File: config.mk
export PLATFORM = sky130hd
export DESIGN_NAME = sar_scan_scheduler
export DESIGN_NICKNAME = d
export VERILOG_FILES = /design/src/rtl/sar_scan_scheduler_pkg.sv /design/src/rtl/sar_scan_scheduler_chan_picker.sv /design/src/rtl/sar_scan_scheduler.sv
export SDC_FILE = /design/constraint.sdc
export NUM_CORES = 1
export LEC_CHECK = 0
export ABC_AREA = 1
export BUFFER_PORTS_ARGS = -buffer_cell sky130_fd_sc_hd__buf_4
export CORE_MARGIN = 10
export CORE_UTILIZATION = 49
export CTS_BUF_LIST = sky130_fd_sc_hd__clkbuf_16
export DETAILED_ROUTE_END_ITERATION = 7
export GPL_ROUTABILITY_DRIVEN = 0
export PLACE_DENSITY = 0.71
export SETUP_SLACK_MARGIN = 0.3
export SLEW_MARGIN = 20
export SYNTH_ARGS = -nofsm -noshare
export SYNTH_HDL_FRONTEND = slang
export SYNTH_HIERARCHICAL = 1
export SYNTH_SLANG_ARGS = --single-unit
File: constraint.sdc
create_clock -name clk -period 2 [get_ports clk]
set_input_delay 0.4 -clock clk [delete_from_list [all_inputs] [get_ports clk]]
set_output_delay 0.4 -clock clk [all_outputs]
set_load 0.05 [all_outputs]
File: src/rtl/sar_scan_scheduler_pkg.sv
// Shared definitions for the SAR scan scheduler.
//  SarBits : width of the SAR core conversion code
//  state_e : scheduler FSM states
package sar_scan_scheduler_pkg;

  localparam int unsigned SarBits = 8;

  typedef enum logic [2:0] {
    StIdle    = 3'd0,
    StSettle  = 3'd1,
    StConvert = 3'd2,
    StCapture = 3'd3,
    StOutput  = 3'd4
  } state_e;

endpackage

File: src/rtl/sar_scan_scheduler_chan_picker.sv
// Combinational channel picker: finds the lowest set bit of mask strictly above index.
// With from_bottom=1 the index is ignored and the lowest set bit of the whole mask is returned.
// Ports:
//  mask        in   NCH          candidate channels
//  from_bottom in   1            search from below channel 0
//  index       in   clog2(NCH)   search starts above this channel
//  pick        out  clog2(NCH)   selected channel (0 when wrap=1)
//  wrap        out  1            no candidate found, search would wrap around
module sar_scan_scheduler_chan_picker #(
  parameter int unsigned NCH = 4
) (
  input  logic [NCH-1:0]         mask,
  input  logic                   from_bottom,
  input  logic [$clog2(NCH)-1:0] index,
  output logic [$clog2(NCH)-1:0] pick,
  output logic                   wrap
);

  localparam int unsigned CW = $clog2(NCH);

  // Scan downwards so the lowest qualifying bit is the last one written.
  always_comb begin
    pick = '0;
    wrap = 1'b1;
    for (int i = NCH - 1; i >= 0; i--) begin
      if (mask[i] && (from_bottom || (i > int'(index)))) begin
        pick = CW'(i);
        wrap = 1'b0;
      end
    end
  end

endmodule

File: src/rtl/sar_scan_scheduler.sv
// SAR scan scheduler: steps the analog mux over the enabled channels, holds the SAR core in
// reset while the mux settles, runs 2^AVG_LOG2 fixed-length conversions per channel and
// hands out one averaged code per channel over a valid/ready handshake.
// Ports:
//  clk          in   system clock
//  reset_in     in   synchronous active-high reset
//  start        in   pulse, begins one scan of chan_mask (ignored while busy or mask==0)
//  continuous   in   rescan automatically after each scan
//  chan_mask    in   enabled channels, sampled at scan start / relatch
//  core_code    in   SAR core output code
//  core_rst_n   out  SAR core reset, low holds the core in reset
//  mux_sel      out  analog mux select
//  busy         out  scan in progress
//  result_data  out  averaged code
//  result_chan  out  channel of result_data
//  result_valid out  result available, held until result_ready
//  result_ready in   consumer accepts result
module sar_scan_scheduler
  import sar_scan_scheduler_pkg::*;
#(
  parameter int unsigned NCH           = 4,
  parameter int unsigned SETTLE_CYCLES = 4,
  parameter int unsigned CONV_CYCLES   = 9,
  parameter int unsigned AVG_LOG2      = 2
) (
  input  logic                   clk,
  input  logic                   reset_in,
  input  logic                   start,
  input  logic                   continuous,
  input  logic [NCH-1:0]         chan_mask,
  input  logic [SarBits-1:0]     core_code,
  output logic                   core_rst_n,
  output logic [$clog2(NCH)-1:0] mux_sel,
  output logic                   busy,
  output logic [SarBits-1:0]     result_data,
  output logic [$clog2(NCH)-1:0] result_chan,
  output logic                   result_valid,
  input  logic                   result_ready
);

  localparam int unsigned CW     = $clog2(NCH);
  localparam int unsigned AccW   = SarBits + AVG_LOG2;
  localparam int unsigned NSamp  = 1 << AVG_LOG2;
  localparam int unsigned CntMax = (SETTLE_CYCLES > CONV_CYCLES) ? SETTLE_CYCLES : CONV_CYCLES;
  localparam int unsigned CntW   = $clog2(CntMax + 1);
  localparam int unsigned SmpW   = AVG_LOG2 + 1;

  state_e            state_q, state_d;
  logic [CntW-1:0]   cnt_q;
  logic [SmpW-1:0]   smp_q;
  logic [AccW-1:0]   acc_q;
  logic [CW-1:0]     mux_sel_q;
  logic [NCH-1:0]    scan_mask_q;

  logic [CW-1:0]     first_idx, next_idx;
  logic              first_wrap, next_wrap;
  logic              launch, accept, relatch;

  // Lowest enabled channel of the live mask, used at scan start and on continuous relatch.
  sar_scan_scheduler_chan_picker #(.NCH(NCH)) u_first_pick (
    .mask        (chan_mask),
    .from_bottom (1'b1),
    .index       ('0),
    .pick        (first_idx),
    .wrap        (first_wrap)
  );

  // Next channel of the latched scan mask above the one just reported.
  sar_scan_scheduler_chan_picker #(.NCH(NCH)) u_next_pick (
    .mask        (scan_mask_q),
    .from_bottom (1'b0),
    .index       (mux_sel_q),
    .pick        (next_idx),
    .wrap        (next_wrap)
  );

  assign launch  = (state_q == StIdle) && start && !first_wrap;
  assign accept  = (state_q == StOutput) && result_ready;
  assign relatch = accept && next_wrap && continuous && !first_wrap;

  // State register
  always_ff @(posedge clk) begin
    if (reset_in) begin
      state_q <= StIdle;
    end else begin
      state_q <= state_d;
    end
  end

  // Next-state logic
  always_comb begin
    state_d = state_q;
    unique case (state_q)
      StIdle:    if (launch) state_d = StSettle;
      StSettle:  if (cnt_q == CntW'(SETTLE_CYCLES - 1)) state_d = StConvert;
      StConvert: if (cnt_q == CntW'(CONV_CYCLES - 1)) state_d = StCapture;
      StCapture: state_d = (smp_q == SmpW'(NSamp - 1)) ? StOutput : StConvert;
      StOutput: begin
        if (result_ready) state_d = (!next_wrap || relatch) ? StSettle : StIdle;
      end
      default:   state_d = StIdle;
    endcase
  end

  // Datapath: phase counter, sample counter, accumulator, channel tracking
  always_ff @(posedge clk) begin
    if (reset_in) begin
      cnt_q       <= '0;
      smp_q       <= '0;
      acc_q       <= '0;
      mux_sel_q   <= '0;
      scan_mask_q <= '0;
    end else begin
      // Phase counter restarts on every state change, so each phase is timed from zero.
      if (state_d != state_q) begin
        cnt_q <= '0;
      end else if (state_q inside {StSettle, StConvert}) begin
        cnt_q <= cnt_q + CntW'(1);
      end

      if (state_q == StSettle) begin
        smp_q <= '0;
        acc_q <= '0;
      end else if (state_q == StCapture) begin
        smp_q <= smp_q + SmpW'(1);
        acc_q <= acc_q + AccW'(core_code);
      end

      if (launch || relatch) begin
        scan_mask_q <= chan_mask;
        mux_sel_q   <= first_idx;
      end else if (accept && !next_wrap) begin
        mux_sel_q   <= next_idx;
      end
    end
  end

  // Outputs
  always_comb begin
    core_rst_n   = (state_q == StConvert);
    busy         = (state_q != StIdle);
    result_valid = (state_q == StOutput);
    result_data  = acc_q[AccW-1:AVG_LOG2];
    result_chan  = mux_sel_q;
    mux_sel      = mux_sel_q;
  end

endmodule

==> flow_summary.json <==
{
  "status": "completed",
  "fillers": 370,
  "finalHoldWorstSlack_ps": 381,
  "crit_fanout": 3,
  "core_area_um2": 3690,
  "grt_pass1_vias": 1614,
  "yosys_warnings": 6,
  "synth_area_leaders": "dfxtp_1 28%, nand2_1 13%, inv_1 8.2%, ha_1 8.0%, a21oi_1 5.6%",
  "drt_iter0_drc": 69,
  "postCtsHoldBufs": 0,
  "grt_pass1_wl_um": 6780,
  "synth_most_common_cell": "nand2_1",
  "cts.sinks": 26,
  "worstPathRequired_ps": 2150,
  "startpoint_type": "register",
  "clock_power_share_pct": 34.4,
  "yosys.area.top_type_share_pct": 27.8,
  "die_y_um": 81.9,
  "comb_power_share_pct": 21.6,
  "start_util_pct": 50.8,
  "hold_class": "in -> reg",
  "final_max_slew_viol_count": 0,
  "wl_per_cell_um": 10.8,
  "seq_area_frac_synth_pct": 27.8,
  "ys_seq_elements": 26,
  "path_cells": "ha_2, inv_1, fa_2, inv_1, nand3_1, nand2_2, nand4_1, nand2_1, nand3_1, nand2_1, nor2_1",
  "detail-route-antenna-nets": 0,
  "drtPass1Iterations": 4,
  "vias": 1686,
  "syn2layout_area_growth_pct": 17.7,
  "synth_cells": 281,
  "synthFlopType": "dfxtp_1",
  "rows": 22,
  "max_stage_delay_ps": 340,
  "cts_root_buffer": "clkbuf_16",
  "fin_tns_setup_ps": 0,
  "critPathCaptureType": "register",
  "finalCritPeriodShare_pct": 79.3,
  "clk_pin_slew_ps": 60,
  "grtUsageTotal_pct": 12.4,
  "finalSetupViolCount": 0,
  "synth_edf_count": 0,
  "criticalPathCategory": "reg -> reg",
  "fin_skew_ps": 2.96,
  "yosys.area.top_type": "dfxtp_1",
  "portBuffers": 31,
  "clock.fmax_mhz": 631,
  "numCtsBuffers": 3,
  "hpwl_um": 3170,
  "syn_area_per_cell_um2": 6.67,
  "synth_common_cells": "66 x nand2_1, 41 x inv_1, 26 x dfxtp_1, 26 x nor2_1, 21 x a21oi_1",
  "p_int_mw": 0.904,
  "finalHoldViolCount": 0,
  "wirelength_um": 3870,
  "drive_gt1_share_pct": 24.5,
  "antenna_found_initial": 0,
  "die_x_um": 81.9,
  "rsz0062_at_grt": "yes",
  "diodes": 0,
  "async_flop_share_pct": 0,
  "clock_latency_ps": 260,
  "final_cell_area_um2": 2210,
  "cts_tree": "done",
  "finalPower_mw": 1.26,
  "leakage_nw": 1.15,
  "cp.arrival_ps": 1740,
  "cts_buffer_depth": 2,
  "maxCapViolCount": 0,
  "p_per_area_nw_per_um2": 571,
  "die-area_um2": 6700,
  "power.net_switching_mw": 0.358,
  "fin_nets": 342,
  "fin_crit_ps": 1590,
  "crit_slowest_cell": "fa_2",
  "drc": 0,
  "seqPwrFrac_pct": 43.9,
  "vdd_drop_max_mv": 0.424,
  "io_pins": 32,
  "htreeDepth": 1,
  "placed_cell_area_um2": 2110,
  "synth_cell_types": 31,
  "switching_share_pct": 28.4,
  "grt_max_degree": 15,
  "viasPerCell": 4.71,
  "synthesis.area_um2": 1880,
  "grt-ovfl-total": 0
}
==> critical path, delay by kind of cell (launching register included) <==
kind | cells | cell delay (ps)
fa+ha+maj | 2 | 520
simple gates | 7 | 490
flops | 1 | 330
buf+inv | 2 | 130
==> layer usage <==
metal	GRT usage, %	vias to the layer above	share of wire (%)
met5	0	-	0
met4	3.06	0	0.57
met3	2.95	2	4.8
met2	20.1	31	44
met1	16.2	728	50
li1	-	925	-
==> state kept, by name, summed over array words and instances (netlist names) <==
signal and cells:
scan_mask_q 4, acc_q 10, cnt_q 4, mux_sel 2
state_q 3, smp_q 3
==> timing repair <==
action	in CTS	in global routing
endpoints found under the hold margin	0	0
buffers inserted	0	1
setup endpoints to repair	0	10
resized for setup	0	8
==> cells in the final DEF, fill, tap and decap left out, types with 3 or more instances in the layout <==
| cell type | Yosys | routed |
|---|---|---|
| nand2_1 | 66 | 65 |
| inv_1 | 41 | 41 |
| buf_4 | 12 | 33 |
| nor2_1 | 26 | 24 |
| dfxtp_1 | 26 | 23 |
| a21oi_1 | 21 | 20 |
| nand3_1 | 16 | 16 |
| ha_1 | 12 | 11 |
| nand2_2 | 8 | 9 |
| conb_1 | 2 | 8 |
| nand4_1 | 7 | 7 |
| inv_2 | 6 | 6 |
| nor2_2 | 3 | 5 |
| nand3_2 | 5 | 5 |
| o21ai_1 | 4 | 4 |
| xor2_1 | 4 | 4 |
| or2_2 | 3 | 3 |
| o21ai_0 | 3 | 3 |
| clkbuf_16 | 0 | 3 |
==> stage by stage <==
stage | cells | setup WS [ps] | util, %
6_report | 358 | 414 | 59.9
5_1_grt | 358 | 278 | 59.9
4_1_cts | 357 | 335 | 59.1
3_5_place_dp | 354 | 197 | 57.1
3_3_place_gp | 354 | 225 | 57.1
2_1_floorplan | 287 | 378 | -
==> path summary, 6_finish.rpt <==
path | startpoint | to | slack (ps) | cells past startpoint
max reg2reg | acc_q[0] | acc_q[8] | 410 | 11
max | acc_q[0] | acc_q[8] | 410 | 11
min | reset_in | scan_mask_q[1] | 380 | 2
min reg2reg | acc_q[0] | acc_q[0] | 470 | 2
==> cells by family (layout without fill, tap and decap cells) <==
| family | Yosys count | count (layout) | share of synthesized area [%] |
|---|---|---|---|
| XOR/XNOR | 5 | 5 | 2.33 |
| adder cells (fa/ha/maj) | 13 | 13 | 9.07 |
| AND/OR/NAND/NOR | 140 | 140 | 35.5 |
| other | 2 | 8 | 0.400 |
| buffers and inverters | 61 | 84 | 14.8 |
| AO/OA/AOI/OAI | 34 | 34 | 10.1 |
| flip-flops | 26 | 26 | 27.8 |
==> area by class of cell <==
| class | instances | area [um2] | share of cell area (%) |
|---|---|---|---|
| Multi-Input combinational cell | 200 | 1120 | 50.5 |
| Sequential cell | 26 | 527 | 23.9 |
| Timing Repair Buffer | 33 | 248 | 11.2 |
| Inverter | 48 | 183 | 8.27 |
| Clock buffer | 3 | 75.1 | 3.40 |
| Tap cell | 48 | 60.1 | 2.72 |
==> power by group through the flow <==
stage               registers (mW)  clock network [mW]  logic [mW]
finish                       0.554               0.434       0.273
global route                 0.558               0.463       0.310
CTS                          0.555               0.447       0.267
detailed placement           0.566                   0       0.266
global placement             0.565                   0       0.265
floorplan                    0.578                   0       0.185
Note: power is estimated with default switching activity, not from simulation.
